<file path="config.mk">
export PLATFORM = sky130hd
export DESIGN_NAME = mem_arbiter_flat
export DESIGN_NICKNAME = d
export VERILOG_FILES = /design/src/rtl/mem_arb_pkg.sv /design/src/rtl/mem_arbiter_if.sv /design/src/rtl/mem_arbiter_rr_pick2.sv /design/src/rtl/mem_arbiter.sv /design/src/flat_wrapper.sv
export SDC_FILE = /design/constraint.sdc
export NUM_CORES = 1
export LEC_CHECK = 0
export CAP_MARGIN = 20
export CORE_ASPECT_RATIO = 1.5
export CORE_MARGIN = 4
export CORE_UTILIZATION = 36
export DETAILED_ROUTE_END_ITERATION = 16
export GPL_TIMING_DRIVEN = 0
export PLACE_DENSITY = 0.76
export SLEW_MARGIN = 20
export SYNTH_ARGS = -nofsm -noshare
export SYNTH_HDL_FRONTEND = slang
export SYNTH_HIERARCHICAL = 1
export SYNTH_SLANG_ARGS = --single-unit
</file>
<file path="constraint.sdc">
create_clock -name clock -period 4.2 [get_ports clock]
set_input_delay 0.84 -clock clock [delete_from_list [all_inputs] [get_ports clock]]
set_output_delay 0.84 -clock clock [all_outputs]
set_load 0.02 [all_outputs]
</file>
<file path="src/rtl/mem_arb_pkg.sv">
// Shared types and constants for the data-memory arbiter and its helpers.
package mem_arb_pkg;
    localparam int ADDR_W_DEF     = 16;
    localparam int DATA_W_DEF     = 32;
    localparam int DEPTH_LOG2_DEF = 8;

    localparam logic PORT_IF = 1'b0;
    localparam logic PORT_LS = 1'b1;

    typedef enum logic {
        IDLE = 1'b0,
        BUSY = 1'b1
    } state_t;
endpackage

</file>
<file path="src/rtl/mem_arbiter_if.sv">
// One requester's req/ack handshake bundle; the arbiter takes the slave side.
interface mem_arbiter_if #(
    parameter int ADDR_W = 16,
    parameter int DATA_W = 32
);
    logic              req;
    logic              we;
    logic [ADDR_W-1:0] addr;
    logic [DATA_W-1:0] wdata;
    logic              ack;
    logic              err;
    logic [DATA_W-1:0] rdata;

    modport master (output req, we, addr, wdata, input ack, err, rdata);
    modport slave  (input req, we, addr, wdata, output ack, err, rdata);
endinterface

</file>
<file path="src/rtl/mem_arbiter_rr_pick2.sv">
// Combinational two-way round-robin picker: on a tie the port that did not win last time wins.
module rr_pick2 (
    input  logic [1:0] i_req,
    input  logic       i_last,
    output logic       o_valid,
    output logic       o_winner
);
    always_comb begin
        o_valid  = |i_req;
        o_winner = 1'b0;
        case (i_req)
            2'b10:   o_winner = 1'b1;
            2'b11:   o_winner = ~i_last;
            default: o_winner = 1'b0;
        endcase
    end
endmodule

</file>
<file path="src/rtl/mem_arbiter.sv">
// Shares the single-ported data memory between instruction fetch (port 0) and load/store (port 1).
// State table:  IDLE | waiting for an effective request;  BUSY | memory strobes driven for the latched access
module mem_arbiter
    import mem_arb_pkg::*;
#(
    parameter int ADDR_W     = ADDR_W_DEF,
    parameter int DATA_W     = DATA_W_DEF,
    parameter int DEPTH_LOG2 = DEPTH_LOG2_DEF
) (
    input  logic              clock,
    input  logic              rst,
    mem_arbiter_if.slave      p0,
    mem_arbiter_if.slave      p1,
    output logic [ADDR_W-1:0] o_mem_addr,
    output logic [DATA_W-1:0] o_mem_wdata,
    output logic              o_mem_read,
    output logic              o_mem_write,
    input  logic [DATA_W-1:0] i_mem_rdata,
    output logic              o_busy
);
    state_t            r_state, w_next_state;
    logic              r_last, r_owner, r_we, r_err;
    logic [ADDR_W-1:0] r_addr;
    logic [DATA_W-1:0] r_wdata;
    logic [1:0]        r_ack, r_errq;
    logic [DATA_W-1:0] r_rdata0, r_rdata1;

    logic [1:0]        w_req_eff;
    logic              w_valid, w_winner, w_grant, w_done;
    logic              w_sel_we;
    logic [ADDR_W-1:0] w_sel_addr;
    logic [DATA_W-1:0] w_sel_wdata;
    logic [DATA_W-1:0] w_rd_val;

    function automatic logic addr_bad(input logic [ADDR_W-1:0] a);
        return (a[1:0] != 2'b00) || (a[ADDR_W-1:DEPTH_LOG2+2] != '0);
    endfunction

    // A port whose ack is showing cannot be re-granted while its requester drops req.
    assign w_req_eff = {p1.req & ~r_ack[1], p0.req & ~r_ack[0]};

    rr_pick2 u_pick (
        .i_req    (w_req_eff),
        .i_last   (r_last),
        .o_valid  (w_valid),
        .o_winner (w_winner)
    );

    assign w_sel_we    = (w_winner == PORT_LS) ? p1.we    : p0.we;
    assign w_sel_addr  = (w_winner == PORT_LS) ? p1.addr  : p0.addr;
    assign w_sel_wdata = (w_winner == PORT_LS) ? p1.wdata : p0.wdata;
    assign w_rd_val    = (~r_we & ~r_err) ? i_mem_rdata : '0;

    always_ff @(posedge clock or posedge rst) begin
        if (rst) r_state <= IDLE;
        else     r_state <= w_next_state;
    end

    always_comb begin
        w_next_state = r_state;
        w_grant      = 1'b0;
        w_done       = 1'b0;
        o_busy       = 1'b0;
        o_mem_read   = 1'b0;
        o_mem_write  = 1'b0;
        case (r_state)
            IDLE: begin
                if (w_valid) begin
                    w_next_state = BUSY;
                    w_grant      = 1'b1;
                end
            end
            BUSY: begin
                w_next_state = IDLE;
                w_done       = 1'b1;
                o_busy       = 1'b1;
                o_mem_read   = ~r_we & ~r_err;
                o_mem_write  = r_we & ~r_err;
            end
            default: w_next_state = IDLE;
        endcase
    end

    always_ff @(posedge clock or posedge rst) begin
        if (rst) begin
            r_last   <= PORT_LS;
            r_owner  <= PORT_IF;
            r_we     <= 1'b0;
            r_err    <= 1'b0;
            r_addr   <= '0;
            r_wdata  <= '0;
            r_ack    <= '0;
            r_errq   <= '0;
            r_rdata0 <= '0;
            r_rdata1 <= '0;
        end else begin
            r_ack  <= '0;
            r_errq <= '0;
            if (w_grant) begin
                r_owner <= w_winner;
                r_last  <= w_winner;
                r_we    <= w_sel_we;
                r_addr  <= w_sel_addr;
                r_wdata <= w_sel_wdata;
                r_err   <= addr_bad(w_sel_addr);
            end
            if (w_done) begin
                r_ack[r_owner]  <= 1'b1;
                r_errq[r_owner] <= r_err;
                if (r_owner == PORT_LS) r_rdata1 <= w_rd_val;
                else                    r_rdata0 <= w_rd_val;
            end
        end
    end

    assign o_mem_addr  = r_addr;
    assign o_mem_wdata = r_wdata;
    assign p0.ack      = r_ack[0];
    assign p1.ack      = r_ack[1];
    assign p0.err      = r_errq[0];
    assign p1.err      = r_errq[1];
    assign p0.rdata    = r_rdata0;
    assign p1.rdata    = r_rdata1;
endmodule

</file>
<file path="src/flat_wrapper.sv">
// flat-port wrapper written by rule: the top's interface ports become plain ports
module mem_arbiter_flat import mem_arb_pkg::*;
#(
    parameter int ADDR_W     = ADDR_W_DEF,
    parameter int DATA_W     = DATA_W_DEF,
    parameter int DEPTH_LOG2 = DEPTH_LOG2_DEF
)
  (clock, rst, o_mem_addr, o_mem_wdata, o_mem_read, o_mem_write, i_mem_rdata, o_busy, p0_req, p0_we, p0_addr, p0_wdata, p0_ack, p0_err, p0_rdata, p1_req, p1_we, p1_addr, p1_wdata, p1_ack, p1_err, p1_rdata);
  mem_arbiter_if #(.ADDR_W(ADDR_W), .DATA_W(DATA_W)) p0_i ();
  mem_arbiter_if #(.ADDR_W(ADDR_W), .DATA_W(DATA_W)) p1_i ();
  input  logic clock;
  input  logic rst;
  output logic [ADDR_W-1:0] o_mem_addr;
  output logic [DATA_W-1:0] o_mem_wdata;
  output logic o_mem_read;
  output logic o_mem_write;
  input  logic [DATA_W-1:0] i_mem_rdata;
  output logic o_busy;
  input wire logic [$bits(p0_i.req)-1:0] p0_req;
  input wire logic [$bits(p0_i.we)-1:0] p0_we;
  input wire logic [$bits(p0_i.addr)-1:0] p0_addr;
  input wire logic [$bits(p0_i.wdata)-1:0] p0_wdata;
  output wire logic [$bits(p0_i.ack)-1:0] p0_ack;
  output wire logic [$bits(p0_i.err)-1:0] p0_err;
  output wire logic [$bits(p0_i.rdata)-1:0] p0_rdata;
  input wire logic [$bits(p1_i.req)-1:0] p1_req;
  input wire logic [$bits(p1_i.we)-1:0] p1_we;
  input wire logic [$bits(p1_i.addr)-1:0] p1_addr;
  input wire logic [$bits(p1_i.wdata)-1:0] p1_wdata;
  output wire logic [$bits(p1_i.ack)-1:0] p1_ack;
  output wire logic [$bits(p1_i.err)-1:0] p1_err;
  output wire logic [$bits(p1_i.rdata)-1:0] p1_rdata;
  assign p0_i.req = p0_req;
  assign p0_i.we = p0_we;
  assign p0_i.addr = p0_addr;
  assign p0_i.wdata = p0_wdata;
  assign p0_ack = p0_i.ack;
  assign p0_err = p0_i.err;
  assign p0_rdata = p0_i.rdata;
  assign p1_i.req = p1_req;
  assign p1_i.we = p1_we;
  assign p1_i.addr = p1_addr;
  assign p1_i.wdata = p1_wdata;
  assign p1_ack = p1_i.ack;
  assign p1_err = p1_i.err;
  assign p1_rdata = p1_i.rdata;
  mem_arbiter #(.ADDR_W(ADDR_W), .DATA_W(DATA_W), .DEPTH_LOG2(DEPTH_LOG2)) u_core (.clock(clock), .rst(rst), .p0(p0_i), .p1(p1_i), .o_mem_addr(o_mem_addr), .o_mem_wdata(o_mem_wdata), .o_mem_read(o_mem_read), .o_mem_write(o_mem_write), .i_mem_rdata(i_mem_rdata), .o_busy(o_busy));
endmodule
</file>
Word level (Yosys, flattened, before mapping)

Cells that the tools add are included.
Widths: inputs -> output; s select.

Word-level logic and storage cells: 49
Output and inout port bits: 119
Input port bits: 134
Bits in registers: 121

Reductions and logical operators: 7
Equal/unequal tests: 2
Magnitude comparators: 2
Mux-type cells: 15
Bitwise operators: 12

Operator list:

| cell               | count |
|---|---|
| $mux 32            | 2 |
| $mux 16            | 1 |
| $mux 1             | 7 |
| $not 1->1          | 7 |
| $reduce_bool 6->1  | 1 |
| $and 1x1->1        | 4 |
| $eq 2x2->1 const B | 2 |
| $mux 2             | 2 |
| $pmux 1 s2         | 2 |
| $reduce_and 2->1   | 2 |
| $and 2x2->2        | 1 |
| $lt 1x2->1 const B | 1 |
| $reduce_bool 2->1  | 1 |
| $reduce_or 2->1    | 1 |
| $demux 1 s1        | 1 |
| $ge 1x1->1 const B | 1 |
| $logic_and 1x1->1  | 1 |
| $logic_or 1x1->1   | 1 |

Depth between registers and ports, before layout

Gate-level depths: netlist (run 1).

Depth after elaboration: 7
Depth in mapped cells: 8
Depth with buffers taken out: 6

Cells and area by module

The synthesis (run 1) kept the hierarchy.

By module, submodules not included:

| module      | seq. area each (um^2) | area an instance (um^2) | times used | cells an instance |
|---|---|---|---|---|
| mem_arbiter | 3029.2                | 4969.8                  | 1          | 490 |
| rr_pick2    | 0.0                   | 13.8                    | 1          | 2 |

Least setup slack after synthesis (run 1)

Ideal clock, no wire load.

Path kind: input to register
Start: input p1_req
End: register u_core.r_err
Path slack: 2232 ps
Stages: 6
Setup time: 126 ps
Arrival time: 1842 ps
Data required time: 4074 ps
Buffers on the path: 2
Cells stage by stage: nor2b_1 -> a21boi_1 -> buf_4 -> buf_6 -> a22oi_1 -> o32a_1

Longest elaborated chain between the ends: 6
Elaborated cells between the ends (all ways): 11
Classes of those cells: eq/ne (2); mux (4); bitwise (1); reduce/logical (4)

RTL lines:

| item                                                   | line                       | source |
|---|---|---|
| start, declared                                        | flat_wrapper.sv:26         | `input wire logic [$bits(p1_i.req)-1:0] p1_req;` |
| $and 1x1->1 (*)                                        | mem_arbiter.sv:40          | `assign w_req_eff = {p1.req & ~r_ack[1], p0.req & ~r_ack[0]};` |
| $eq 2x2->1                                             | mem_arbiter_rr_pick2.sv:11 | `case (i_req)` |
| $pmux 1 s2 (*)                                         | mem_arbiter_rr_pick2.sv:11 |  |
| net u_core.w_winner                                    | mem_arbiter.sv:29          | `logic w_valid, w_winner, w_grant, w_done;` |
| $mux 16 (*)                                            | mem_arbiter.sv:50          | `assign w_sel_addr = (w_winner == PORT_LS) ? p1.addr : p0.addr;` |
| $reduce_bool 6->1 or $reduce_bool 2->1 (tied branches) | mem_arbiter.sv:36          | `return (a[1:0] != 2'b00) \|\| (a[ADDR_W-1:DEPTH_LOG2+2] != '0);` |
| $logic_or 1x1->1 (*)                                   | mem_arbiter.sv:36          |  |
| end signal, assigned                                   | mem_arbiter.sv:105         | `r_err <= addr_bad(w_sel_addr);` |
| end, declared                                          | mem_arbiter.sv:22          | `logic r_last, r_owner, r_we, r_err;` |

The timed path passes the listed nets; every way through them passes the cells marked *.
A chain may end at the register's enable or synchronous reset.

Worst setup path after layout (run 1)

Start: register u_core.r_err
End: output o_mem_write

Longest elaborated chain between the ends: 3

RTL lines:

| item          | line               | source |
|---|---|---|
| $not 1->1     | mem_arbiter.sv:78  | `o_mem_write = r_we & ~r_err;` |
| $and 1x1->1   | mem_arbiter.sv:78  |  |
| $mux 1        | mem_arbiter.sv:66  | `case (r_state)` |
| end, declared | flat_wrapper.sv:16 | `output logic o_mem_write;` |

No other way between the ends.

==> reports/results.ini, run 1 <==
[run]
drv_cap = 0

[critical_path]
rr_startpoint = u_core/r_ack[1]$_DFF_PP0_
critPathLaunchType = register
crit_buf_inv = 2
cp_cell_sequence = inv_1, and3_1, clkdlybuf4s50_1
path_class = register to output pin
startpoint = u_core/r_err$_DFFE_PP0P_
critPathMaxStageDelay_ns = 0.65
cp.required_ns = 3.36
r2r_slack_ns = 2.45
endpoint = o_mem_write
timing.rr.end = u_core/r_err$_DFFE_PP0P_
cp_slowest_cell = clkdlybuf4s50_1
path_depth = 3
crit_path_end_kind = output pin
reg2reg_depth = 6
cp.arrival_ns = 1.75
critPathTopFamily = buffers and inverters
cp_max_fo = 4

[route]
routed_via_density = 4.92
drc = 0
first_iter_violations = 141
first_pass_iters = 4
via_count = 4619
routed_wl_mm = 16.3
wl_per_cell_um = 17.4
ant_nets = 0

[floorplan]
rows = 52
start_util_pct = 36.8
die_h_um = 152
pin_count = 253
core_area_um2 = 13500
dieWidth_um = 104
die_area_um2 = 15800

[global_routing]
grt_max_degree = 85
use_met3_pct = 6.58
grt_pass1_vias = 4953
overflow = 0
grt_pass1_wl_mm = 25.8
gr-usage-met1_pct = 21.3
use_met2_pct = 38.3
grt_use_total_pct = 20.3
grt_antenna_before_repair = 0
grt.busiest_layer = met2

[synth]
ys_seq_area_share_pct = 60.8
synth_cells = 492
ys_seq_elements = 121
syn_area_um2 = 4980
syn_nets = 626
yosysUniqueCellTypes = 27
yosys_warnings = 6
async_flop_share_pct = 100
syn_area_per_cell_um2 = 10.1
synth-main-ff-cell = dfrtp_1
synth-edff-count = 0

[sta]
drv_slew = 0
rsz0062_at_grt = no
period_share_pct = 61.6
period_minus_slack_ns = 2.59
finalSetupViolCount = 0
max_freq_mhz = 386
finalHoldViolations = 0
max_slew_margin_pct = 69.8
worst_pin_slew_ns = 0.453
setup_ws_ns = 1.61
fin_skew_ns = 0.0107

[layout]
area_growth_syn_to_layout_pct = 66.4
fin_util_pct = 61.3
fillers = 1121
nets = 898
diodes = 0
mostFrequentLayoutCells = 252 x clkdlybuf4s50_1, 151 x nand2_1, 120 x dfrtp_1
final_common_cell = clkdlybuf4s50_1
drive_gt1_share_pct = 7.99
instances_no_fill = 938

[placed_design]
place_hpwl_mm = 12.9
post-place-cells = 907
portBuffers = 252
post-place-ws_ns = 1.52
globalplace.congestion = 0.903

[cts]
cts_setup_buffers = 0
cts_buffers = 17
cts_resized = 0
cts_sinks = 121
path_clk_slew_ns = 0.05
cts_max_path_buffers = 2
clk_latency_ns = 0.40
hold_buffers = 0
cts_tree = yes
htreeDepth = 4
clockRootBuffer = clkbuf_16

[power]
power_density_nw_per_um2 = 585
leakage_uw = 0.00356
peakVddDrop_uv = 384

[run_status]
status = finished clean

[min_path]
hold_path_class = register to register

state kept, by name (all words and copies together), names as in the netlist:
| register | cells |
|---|---|
| u_core/o_mem_wdata | 32 |
| u_core/p0.rdata | 32 |
| u_core/p1.rdata | 32 |
| u_core/o_mem_addr | 16 |
| u_core/r_ack | 2 |
| u_core/r_errq | 2 |
| u_core/r_err | 1 |
| u_core/r_last | 1 |
| u_core/r_owner | 1 |
| u_core/r_state | 1 |
| u_core/r_we | 1 |
report_power, final:
part,internal [uW],total [uW],leakage [uW],switching (uW)
clock network,811,1340,0.000262,527
logic,839,1910,0.00171,1070
registers,1450,1600,0.00159,155
total,3100,4850,0.00356,1750
area by class of cell:
type	instances	area, um2	share of cell area, %
clock inverters	14	124	1.49
repair buffers	253	2550	30.8
clock buffers	17	425	5.13
flip-flops and latches	121	3030	36.5
plain buffers	34	191	2.31
well taps	162	203	2.44
inverters	5	25.0	0.302
multi-input cells	332	1740	21.0
metrics by stage:
stage,hold WS (ns),cell area (um2),setup TNS (ns),power [uW]
after floorplan,0.439,4980,0,2590
after global placement,0.451,7710,-162.70,3500
after detailed placement,0.459,7740,0,3550
after CTS,0.469,8290,0,4910
after global routing,0.496,8290,0,5120
final,0.465,8290,0,4850
synthesized netlist by cell type (all sizes together) (2+ instances only):
cell / number / area, um2
buf: 25 / 156
clkbuf: 9 / 35.0
dfrtp: 120 / 3000
inv: 4 / 15.0
mux2i: 49 / 490
nand2: 151 / 567
nand2b: 2 / 12.5
nor2: 5 / 21.3
nor2b: 2 / 12.5
nor4: 2 / 12.5
o21ai: 112 / 561
how the worst min path moves through the flow:
| stage | endpoint | depth (start not counted) | startpoint |
|---|---|---|---|
| final | u_core/r_last$_DFFE_PP1P_ | 2 | u_core/r_last$_DFFE_PP1P_ |
| after global routing | u_core/o_mem_addr[7]$_DFFE_PP0P_ | 2 | u_core/o_mem_addr[7]$_DFFE_PP0P_ |
| after CTS | u_core/r_last$_DFFE_PP1P_ | 2 | u_core/r_last$_DFFE_PP1P_ |
| after detailed placement | u_core/r_last$_DFFE_PP1P_ | 2 | u_core/r_last$_DFFE_PP1P_ |
| after global placement | u_core/r_last$_DFFE_PP1P_ | 2 | u_core/r_last$_DFFE_PP1P_ |
| after floorplan | u_core/r_last$_DFFE_PP1P_ | 2 | u_core/r_last$_DFFE_PP1P_ |
kinds of logic (layout without fill, tap and decap cells):
group	count (synthesis)	after routing	synth area share (%)
AOI/OAI and AO/OA	116	116	11.9
buffers and inverters	39	323	4.24
DFF	121	121	60.8
muxes	49	49	9.84
and+or+nand+nor	167	167	13.2
layer usage:
metal  routed length (um)  vias to the layer above
li1                     -                     2192
met1                 5840                     2213
met2                 9020                      203
met3                 1250                       11
met4                  179                        0
met5                    0                        -
tightest hold or removal path, delay by kind of cell (launching register included):
family,cells,cell delay (ns)
flops,1,0.37
simple gates,2,0.10
(Power assumes the default switching activity.)
==> run 2, diff against run 1 <==
==> constraint.sdc (replaced) <==
create_clock -name clock -period 2.25 [get_ports clock]
set_input_delay 0.45 -clock clock [delete_from_list [all_inputs] [get_ports clock]]
set_output_delay 0.45 -clock clock [all_outputs]
set_load 0.02 [all_outputs]
==> run 2 against run 1 <==
Net effect:
- clock power is 96% higher
- sequential cell count did not move
- hold slack gained 0.0040 ns
- total power grew 89%
- sequential share of layout area down 0.25 points
- critical path type unchanged
- clock-buffer cell count unchanged
- largest power group unchanged
- critical endpoint unchanged
- worst setup slack worse by 1.5 ns
- largest cell class unchanged
- sequential power rose by 86%
- via count grew 1.6%
- wire length is 0.15% lower
==> reports/results.ini, run 2 (synthesis gave the netlist of run 1 again) <==
[global_routing]
grt_pass1_wl_mm = 26.2  ; was 25.8 mm
grt_antenna_before_repair = 0  ; unchanged
grt_use_total_pct = 20.6  ; was 20.3%
grt_pass1_vias = 5102  ; was 4953
overflow = 0  ; unchanged
grt_max_degree = 36  ; was 85

[floorplan]
dieWidth_um = 104  ; unchanged
die_h_um = 152  ; unchanged
core_area_um2 = 13500  ; unchanged
rows = 52  ; unchanged
die_area_um2 = 15800  ; unchanged
start_util_pct = 36.8  ; unchanged
pin_count = 253  ; unchanged

[layout]
final_common_cell = clkdlybuf4s50_1  ; unchanged
fillers = 1103  ; was 1121
fin_util_pct = 61.7  ; was 61.3%
fin_area_um2 = 8350  ; was 8290 um2
area_growth_syn_to_layout_pct = 67.5  ; was 66.4%
drive_gt1_share_pct = 8.23  ; was 7.99%
mostFrequentLayoutCells = 252 x clkdlybuf4s50_1, 151 x nand2_1, 120 x dfrtp_1  ; unchanged
diodes = 0  ; unchanged
nets = 900  ; was 898
instances_no_fill = 940  ; was 938
multi_input_area_um2 = 1740  ; unchanged
seqCellArea_um2 = 3030  ; unchanged

[cts]
cts_resized = 0  ; unchanged
clk_latency_ns = 0.40  ; about the same
clockRootBuffer = clkbuf_16  ; unchanged
cts_sinks = 121  ; unchanged
cts_setup_buffers = 0  ; unchanged
htreeDepth = 4  ; unchanged
cts_max_path_buffers = 2  ; unchanged
cts_buffers = 17  ; unchanged
hold_buffers = 0  ; unchanged
cts_tree = yes  ; unchanged
path_clk_slew_ns = 0.05  ; about the same

[critical_path]
cp.arrival_ns = 1.68  ; was 1.75 ns
path_depth = 3  ; unchanged
cp.required_ns = 1.80  ; was 3.36 ns
reg2reg_depth = 6  ; unchanged
cp_cell_sequence = inv_1, and3_1, clkdlybuf4s50_1  ; unchanged
critPathTopFamily = buffers and inverters  ; unchanged
critPathMaxStageDelay_ns = 0.63  ; was 0.65 ns
path_class = register to output pin  ; unchanged
cp_max_fo = 4  ; unchanged
crit_buf_inv = 2  ; unchanged
cp_slowest_cell = clkdlybuf4s50_1  ; unchanged
critPathLaunchType = register  ; unchanged
crit_path_end_kind = output pin  ; unchanged

[sta]
setup_ws_ns = 0.123  ; was 1.61 ns
rsz0062_at_grt = no  ; unchanged
drv_slew = 0  ; unchanged
finalHoldViolations = 0  ; unchanged
finalSetupViolCount = 0  ; unchanged
fin_skew_ns = 0.0105  ; was 0.0107 ns
worst_pin_slew_ns = 0.648  ; was 0.453 ns
period_minus_slack_ns = 2.13
max_freq_mhz = 470
period_share_pct = 94.5
max_slew_margin_pct = 56.7  ; was 69.8%

[route]
via_count = 4694  ; was 4619
wl_met2_mm = 8.83  ; was 9.02 mm
first_pass_iters = 4  ; unchanged
routed_via_density = 4.99  ; was 4.92
wl_per_cell_um = 17.3  ; was 17.4 um
first_iter_violations = 170  ; was 141
met1Wirelength_mm = 5.79  ; was 5.84 mm
drc = 0  ; unchanged
routed.top_layer = met4  ; unchanged
ant_nets = 0  ; unchanged
wl_met3_mm = 1.31  ; was 1.25 mm
routed_wl_mm = 16.3  ; about the same

[placed_design]
post-place-cells = 909  ; was 907
globalplace.congestion = 0.824  ; was 0.903
portBuffers = 252  ; unchanged
place_hpwl_mm = 12.8  ; was 12.9 mm
dpl_cell_area_um2 = 7770  ; was 7740 um2
post-place-ws_ns = -0.0837  ; was 1.52 ns

[run]
drv_cap = 0  ; unchanged

[power]
power_density_nw_per_um2 = 1100  ; was 585 nW/um2
peakVddDrop_uv = 601  ; was 384 uV
leakage_uw = 0.00360  ; was 0.00356 uW
p_total_uw = 9170  ; was 4850 uW

[run_status]
status = finished clean  ; unchanged

[min_path]
hold_path_class = register to register  ; unchanged
hold_depth = 2  ; unchanged

==> run 2: cell count changes in the layout (fill, tap and decap cells not counted), sizes merged <==
| cell | delta |
|---|---|
| inv | -2 |
| bufinv | +1 |
| buf | +2 |
| clkinv | +2 |
| clkinvlp | -1 |
==> run 2: final cells by class <==
class | count | share of cell area, %
buffer | 34 | 2.29
clock buffer | 17 | 5.10
clock inverter | 14 | 1.80
inverter | 5 | 0.285
multi-input combinational | 332 | 20.9
sequential | 121 | 36.3
tap | 162 | 2.43
timing repair buffer | 255 | 30.9
==> run 2: final timing paths <==
path	startpoint	endpoint	slack, ns
hold / removal	u_core/r_last$_DFFE_PP1P_	u_core/r_last$_DFFE_PP1P_	0.47
hold reg to reg	u_core/r_last$_DFFE_PP1P_	u_core/r_last$_DFFE_PP1P_	0.47
setup / recovery	u_core/r_err$_DFFE_PP0P_	o_mem_write	0.12
min in group asynchronous	rst	u_core/p1.rdata[0]$_DFFE_PP0P_	0.49
max in group asynchronous	rst	u_core/r_last$_DFFE_PP1P_	0.88
setup reg to reg	u_core/r_ack[1]$_DFF_PP0_	u_core/r_err$_DFFE_PP0P_	0.50
==> run 2: worst register-to-register path: stages (launching register included) <==
cell and delay [ns]:
dfrtp_1 0.37, nor2b_1 0.15, a21boi_1 0.18, buf_4 0.21, nor4b_1 0.31, nor2_1 0.13
o32a_1 0.29
==> run 2: per-stage QoR <==
step / hold WS, ns / setup TNS (ns)
2_1_floorplan: 0.439 / 0
3_3_place_gp: 0.456 / -85.97
3_5_place_dp: 0.459 / -0.554
4_1_cts: 0.468 / 0
5_1_grt: 0.484 / 0
6_report: 0.469 / 0
==> run 2: where the power goes <==
group	switching, uW	internal (uW)	leakage [uW]
registers	281	2700	0.00159
logic	1990	1570	0.00172
clock network	993	1630	0.000281
==> run 2: metal layers <==
metal,GRT usage (%),vias to the layer above
li1,-,2199
met1,21.3,2250
met2,38.6,225
met3,6.75,20
met4,7.29,0
met5,0,-
